$ cat config.mk
export PLATFORM = sky130hd
export DESIGN_NAME = alu_op_dispatcher
export DESIGN_NICKNAME = d
export VERILOG_FILES = /design/src/rtl/alu_op_dispatcher.sv
export SDC_FILE = /design/constraint.sdc
export NUM_CORES = 1
export LEC_CHECK = 0
export ABC_AREA = 1
export CAP_MARGIN = 30
export CORE_AREA = 2 2 150 152
export DETAILED_ROUTE_END_ITERATION = 10
export DIE_AREA = 0 0 152 154
export SYNTH_ARGS = -nofsm -noshare
export SYNTH_HDL_FRONTEND = slang
export SYNTH_SLANG_ARGS = --single-unit
$ cat constraint.sdc
create_clock -name clk -period 5 [get_ports clk]
set_input_delay 0.75 -clock clk [delete_from_list [all_inputs] [get_ports clk]]
set_output_delay 0.75 -clock clk [all_outputs]
set_load 0.02 [all_outputs]
$ cat src/rtl/alu_op_dispatcher.sv
// Operand collection and one-hot op dispatch with result hold/ack.
// Optional WAIT watchdog: define ALU_OP_DISPATCHER_TIMEOUT_EN.
module alu_op_dispatcher #(
  parameter int W = 16,
  parameter int NUM_OPS = 16,
  parameter int OPW = 4,
  parameter logic [NUM_OPS-1:0] TWO_OP_MASK = 16'h3C0F,
  parameter int TIMEOUT_CYCLES = 4096
) (
  input  logic               clk,
  input  logic               rst,
  input  logic               abort,
  input  logic [OPW-1:0]     op_sel,
  input  logic               use_prev,
  input  logic               operand_valid,
  input  logic [W-1:0]       operand_data,
  output logic               operand_ready,
  output logic [NUM_OPS-1:0] unit_start,
  output logic [W-1:0]       unit_a,
  output logic [W-1:0]       unit_b,
  input  logic [NUM_OPS-1:0] unit_done,
  input  logic [NUM_OPS*W-1:0] unit_result,
  input  logic [NUM_OPS-1:0] unit_error,
  output logic [W-1:0]       result,
  output logic               error,
  output logic               result_valid,
  input  logic               result_ack,
  output logic               busy
);

  if (((1 << OPW) < NUM_OPS) || (TIMEOUT_CYCLES < 1)) begin : g_param_check
    $error("alu_op_dispatcher: bad parameters");
  end

  typedef enum logic [2:0] {
    IDLE,
    GET_B,
    START,
    WAIT,
    HOLD
  } state_t;

  localparam int NSEL = 1 << OPW;

  state_t state, nxt;

  logic [OPW-1:0] op_q;
  logic [W-1:0]   a_q;
  logic [W-1:0]   b_q;
  logic [W-1:0]   res_q;
  logic           err_q;
  logic [W-1:0]   last_q;

  logic [NSEL-1:0] mask_x;
  logic            in_range;
  logic            xfer;
  logic            sel_done;
  logic            sel_err;
  logic [W-1:0]    sel_res;
  logic            cnt_hit;

  logic ld_a, ld_b, clr_b, cap, bad_op, tmo;

  assign xfer     = operand_valid && operand_ready;
  assign in_range = {1'b0, op_sel} < (OPW+1)'(NUM_OPS);

  always_comb begin
    mask_x = '0;
    mask_x[NUM_OPS-1:0] = TWO_OP_MASK;
  end

  // Only the selected unit's done/result/error are ever visible.
  always_comb begin
    sel_done = 1'b0;
    sel_err  = 1'b0;
    sel_res  = '0;
    for (int i = 0; i < NUM_OPS; i++) begin
      if (op_q == OPW'(i)) begin
        sel_done = unit_done[i];
        sel_err  = unit_error[i];
        sel_res  = unit_result[i*W +: W];
      end
    end
  end

`ifdef ALU_OP_DISPATCHER_TIMEOUT_EN
  localparam int CW = $clog2(TIMEOUT_CYCLES + 1);

  logic [CW-1:0] cnt;

  always_ff @(posedge clk or posedge rst) begin
    if (rst) begin
      cnt <= '0;
    end else if (state == START) begin
      cnt <= '0;
    end else if (state == WAIT) begin
      cnt <= cnt + 1'b1;
    end
  end

  assign cnt_hit = (cnt == CW'(TIMEOUT_CYCLES - 1));
`else
  assign cnt_hit = 1'b0;
`endif

  always_comb begin
    nxt    = state;
    ld_a   = 1'b0;
    ld_b   = 1'b0;
    clr_b  = 1'b0;
    cap    = 1'b0;
    bad_op = 1'b0;
    tmo    = 1'b0;
    unique case (state)
      IDLE: begin
        if (xfer) begin
          ld_a = 1'b1;
          if (!in_range) begin
            bad_op = 1'b1;
            nxt    = HOLD;
          end else if (mask_x[op_sel]) begin
            nxt = GET_B;
          end else begin
            clr_b = 1'b1;
            nxt   = START;
          end
        end
      end
      GET_B: begin
        if (xfer) begin
          ld_b = 1'b1;
          nxt  = START;
        end
      end
      START: nxt = WAIT;
      WAIT: begin
        if (sel_done) begin
          cap = 1'b1;
          nxt = HOLD;
        end else if (cnt_hit) begin
          tmo = 1'b1;
          nxt = HOLD;
        end
      end
      HOLD: begin
        if (result_ack) nxt = IDLE;
      end
      default: nxt = IDLE;
    endcase
    if (abort) begin
      nxt    = IDLE;
      ld_a   = 1'b0;
      ld_b   = 1'b0;
      clr_b  = 1'b0;
      cap    = 1'b0;
      bad_op = 1'b0;
      tmo    = 1'b0;
    end
  end

  always_ff @(posedge clk or posedge rst) begin
    if (rst) begin
      state <= IDLE;
    end else begin
      state <= nxt;
    end
  end

  always_ff @(posedge clk or posedge rst) begin
    if (rst) begin
      op_q   <= '0;
      a_q    <= '0;
      b_q    <= '0;
      res_q  <= '0;
      err_q  <= 1'b0;
      last_q <= '0;
    end else begin
      if (ld_a) begin
        op_q <= op_sel;
        a_q  <= use_prev ? last_q : operand_data;
      end
      if (ld_b) b_q <= operand_data;
      if (clr_b) b_q <= '0;
      if (bad_op) begin
        res_q <= '0;
        err_q <= 1'b1;
      end
      if (cap) begin
        res_q <= sel_res;
        err_q <= sel_err;
        if (!sel_err) last_q <= sel_res;
      end
      if (tmo) begin
        res_q <= '1;
        err_q <= 1'b1;
      end
    end
  end

  always_comb begin
    unit_start = '0;
    for (int i = 0; i < NUM_OPS; i++) begin
      unit_start[i] = (state == START) && !abort && (op_q == OPW'(i));
    end
  end

  assign operand_ready = (state == IDLE) || (state == GET_B);
  assign busy          = (state != IDLE);
  assign result_valid  = (state == HOLD);
  assign unit_a        = a_q;
  assign unit_b        = b_q;
  assign result        = res_q;
  assign error         = err_q;

endmodule

# [Yosys cells after proc, flatten, opt, wreduce, memory -nomap -nowiden]
# Memory sizes are Yosys's and may differ from the RTL's.
# Cells that the tools add are included.
[totals] regBits=72 mem_bits_ro=16 inputBits=314 output_inout_bits=68 word_cells=130 mem_count=1
[op_classes] order_cmp=1 eq_ne=23 mux=71 n_bitwise=1 reduce_logical=26
[mem_list] memory="(no name shown)" words=16 word_bits=1 read_ports=1 rd_clocked_by_memory_dff=0 wr=0 line="121" text="end else if (mask_x[op_sel]) begin"
[op_table] cell="$mux 16" count=19
[op_table] cell="$mux 1" count=45
[op_table] cell="$eq 4x4->1 const B" count=8
[op_table] cell="$logic_and 1x1->1" count=18
[op_table] cell="$eq 4x3->1 const B" count=4
[op_table] cell="$mux 3" count=5
[op_table] cell="$pmux 3 s5" count=1
[op_table] cell="$ne 3x3->1 const B" count=3
[op_table] cell="$eq 4x2->1 const B" count=2
[op_table] cell="$eq 3x2->1 const B" count=2
[op_table] cell="$lt 4x5->1 const B" count=1
[op_table] cell="$eq 4x1->1 const B" count=1
[op_table] cell="$logic_not 4->1" count=1
[op_table] cell="$reduce_and 4->1" count=1
[op_table] cell="$eq 3x1->1 const B" count=1
[op_table] cell="$eq 3x3->1 const B" count=1
[op_table] cell="$logic_not 3->1" count=1
[op_table] cell="$ne 3x2->1 const B" count=1
[op_table] cell="$reduce_bool 3->1" count=1
[op_table] cell="$mux 2" count=1
[op_table] cell="$reduce_and 2->1" count=1
[op_table] cell="$reduce_bool 2->1" count=1
[op_table] cell="$logic_not 1->1" count=1
[op_table] cell="$logic_or 1x1->1" count=1
[op_table] cell="$not 1->1" count=1

# [Depth between registers and ports, before layout]
[logic_depth] word_depth=21 ltp_mapped=17

# [Worst setup path before layout]
# OpenSTA, ideal clock, no wires.
[synth_timing] path_type="input to output" start="input abort" end="output unit_start[10]" arrival_time_ns=1.731 required_time_ns=4.250 setup_slack_ns=2.519 stages=6 path_buffers=1 path_cell_list="nor2_1 inv_1 nor3_1 inv_1 clkbuf_1 nor2_1"
[synth_between] elab_chain_cells=3
[synth_lines] element="start, declared" line="12" text="input logic abort,"
[synth_lines] element="$logic_not 1->1" line="203" text="unit_start[i] = (state == START) && !abort && (op_q == OPW'(i));"
[synth_lines] element="$logic_and 1x1->1 (2 in a row)" line="203"
[synth_lines] element="end, declared" line="18" text="output logic [NUM_OPS-1:0] unit_start,"
# No other way between the ends.

# [Worst setup path in the final report]
[layout_timing] start="input abort" end="output unit_start[1]"
# Same word-level chain as after synthesis.

==> results.cfg <==
[run_status]
outcome = finished, final reports clean

[clock_network]
cts-resized-gates = 0
clk_pin_slew_ns = 0.06
cts-hold-fix-buffers = 0
h-tree-depth = 3
cts_setup_buffers = 0
clock_sinks = 72
clockBufferDepth = 2
cts_tree = done
cts_made_buffers = 9
root_buffer = clkbuf_16
clock_latency_ns = 0.33

[critical_path]
cpPeakStageDelay_ns = 0.64
crit_chain = clkdlybuf4s50_1 -> nor2_1 -> inv_1 -> nor3_1 -> inv_1 -> nor3_1 -> clkdlybuf4s50_1
cp_top_family = buffers and inverters
r2r_cells = 14
required_ns = 4.25
r2r_slack_ns = 1.75
crit_arrival_ns = 2.90
worst_r2r_endpoint = last_q[0]
path_buf_inv = 4
path_max_fanout = 16
worst-setup-path-type = in -> out
r2r_start = op_q[0]
crit_path_start_kind = input port
end_kind = output pin
cp_num_cells = 7
slowest_stage = clkdlybuf4s50_1

[sta]
tightest_slew_ns = 0.959
setup_viol = 0
rsz0062_at_grt = no
hold_violations = 0
finClkSkew_ns = 0.00951
fin_ws_ns = 1.35
fmax_mhz = 274
period_minus_slack_ns = 3.65
relSlewSlack_pct = 35.9
setup-tns-final_ns = 0
slew_violations = 0
fin_crit_sh_pct = 73.0

[placement]
dpl.hpwl_mm = 25.2
place_area_um2 = 9760
io_buffers = 381
gp_congestion = 1.01
dp_slack_ns = 1.38

[power]
power_frac_seq_pct = 21.0
power.leakage_nw = 4.50
internal-power_mw = 2.41
peakVddDrop_mv = 0.189
sw_frac_of_total_pct = 49.7
switchingPower_mw = 2.38
p_per_area_nw_per_um2 = 476
p_clk_share_pct = 13.3
combPwrFrac_pct = 65.7

[die]
rows = 54
start_util_pct = 26.2
dieWidth_um = 152
die_area_um2 = 23400
io-pin-count = 382
core_um2 = 21700
die_y_um = 154

[synth]
yosysTopAreaCell = dfrtp_1
synth-main-ff-cell = dfrtp_1
syn_area_um2 = 5680
synthTopCellsByArea = dfrtp_1 (32%), nand2_1 (25%), nor2_1 (8.1%), nand3_1 (7.8%), inv_1 (6.5%)
synth-seq-area-share_pct = 31.7
synth_most_common_cell = nand2_1
ys_types = 30
postSynthAreaPerCell_um2 = 5.92
synth.top_cell.area_share_pct = 31.7
synth_commonest_cells = nand2_1 (373), nor2_1 (122), inv_1 (98), nand3_1 (88), dfrtp_1 (72)
syn_nets = 1273
synth_seq_cells = 72
async_flop_share_pct = 100
yosysWarningCount = 0
synth_edf_count = 0
synth_cells = 959

[global_routing]
gr-total-overflow = 0
grt_usage_pct = 25.5
grt_pass1_vias = 7661
antenna_found_initial = 4
grt_max_degree = 43
grt_pass1_wl_mm = 45.9

[cells_and_area]
drive_gt1_share_pct = 5.04
final_nets = 1639
regArea_um2 = 1800
multi_input_area_um2 = 3320
syn_to_final_growth_pct = 77.3
nFillCells = 2219
final_area_um2 = 10100
utilization_pct = 46.4

[detailed_routing]
first_iter_violations = 580
dr_total_vias = 7561
vias_per_cell = 4.69
avgRoutedWirePerCell_um = 18.9
drcViolationCount = 0
wirelength_mm = 30.5
ant_nets = 0
drt-pass1-iter-count = 5

[worst_hold_path]
hold_path_end = unit_a[0]
hold_start = unit_a[0]
hold_class = reg -> reg
hold_depth = 2

[flow_run]
cap_violations = 0
-- stage by stage --
step           power [mW]  hold slack (ns)  cells
3_5_place_dp         4.16            0.468   1594
4_1_cts              4.82            0.484   1610
3_3_place_gp         4.15            0.463   1593
6_report             4.79            0.481   1613
5_1_grt              5.18            0.501   1613
2_1_floorplan        2.76            0.550    959
-- worst min-delay path, cell delays in order, from the launching register on --
cell	delay, ns
dfrtp_1	0.34
nand2_1	0.05
o21ai_0	0.06
-- flip-flops by register name, indices dropped and copies added (netlist names) --
| signal | cells |
|---|---|
| op_q | 4 |
| state | 3 |
| error | 1 |
| last_q | 16 |
| unit_b | 16 |
| result | 16 |
| unit_a | 16 |
-- routing by layer --
metal  routed length, um  global-route usage [%]  up-vias
met5                   0                       0        -
met4                 745                    6.81        0
met3                2170                    4.65       43
met2               14000                    42.3      348
met1               13500                    34.1     3420
li1                    -                       -     3750
-- power groups by stage --
stage	registers, mW	clock network, mW	logic [mW]
after floorplan	1.23	0	1.53
after global placement	1.01	0	3.14
after detailed placement	1.01	0	3.15
after CTS	1.01	0.648	3.16
after global routing	1.04	0.672	3.47
final	1.01	0.637	3.15
-- placed cells by master (no fill, tap or decap), types with 11 or more instances in the layout --
cell	count
buf_4	11
nor2_1	121
nand2_1	373
or2_2	15
dfrtp_1	72
o21ai_0	43
nand4_1	38
clkdlybuf4s50_1	381
o21bai_1	16
inv_1	97
nand3_1	88
a21oi_1	19
-- how the worst max path moves through the flow --
stage          start            end  slack [ns]
2_1_floorplan    rst          error        2.43
3_3_place_gp   abort  unit_start[4]        1.45
3_5_place_dp   abort  unit_start[1]        1.38
4_1_cts        abort  unit_start[1]        1.38
5_1_grt        abort  unit_start[1]        1.18
6_report       abort  unit_start[1]        1.35
-- kinds of logic after synthesis --
family / Yosys count / share of synthesized area (%)
DFF: 72 / 31.7
and+or+nand+nor: 661 / 50.1
xor gates and xnor gates: 1 / 0.154
buffers and inverters: 142 / 9.87
AOI/OAI and AO/OA: 83 / 8.17
-- cell type report --
| type | count | area share, % |
|---|---|---|
| clock inverters | 6 | 0.696 |
| multi-input cells | 745 | 33.0 |
| flip-flops and latches | 72 | 17.9 |
| well taps | 280 | 3.48 |
| clock buffers | 10 | 2.27 |
| diodes | 3 | 0.0746 |
| repair buffers | 392 | 38.7 |
| inverters | 105 | 3.91 |
Power figures use the tool's default switching activity.
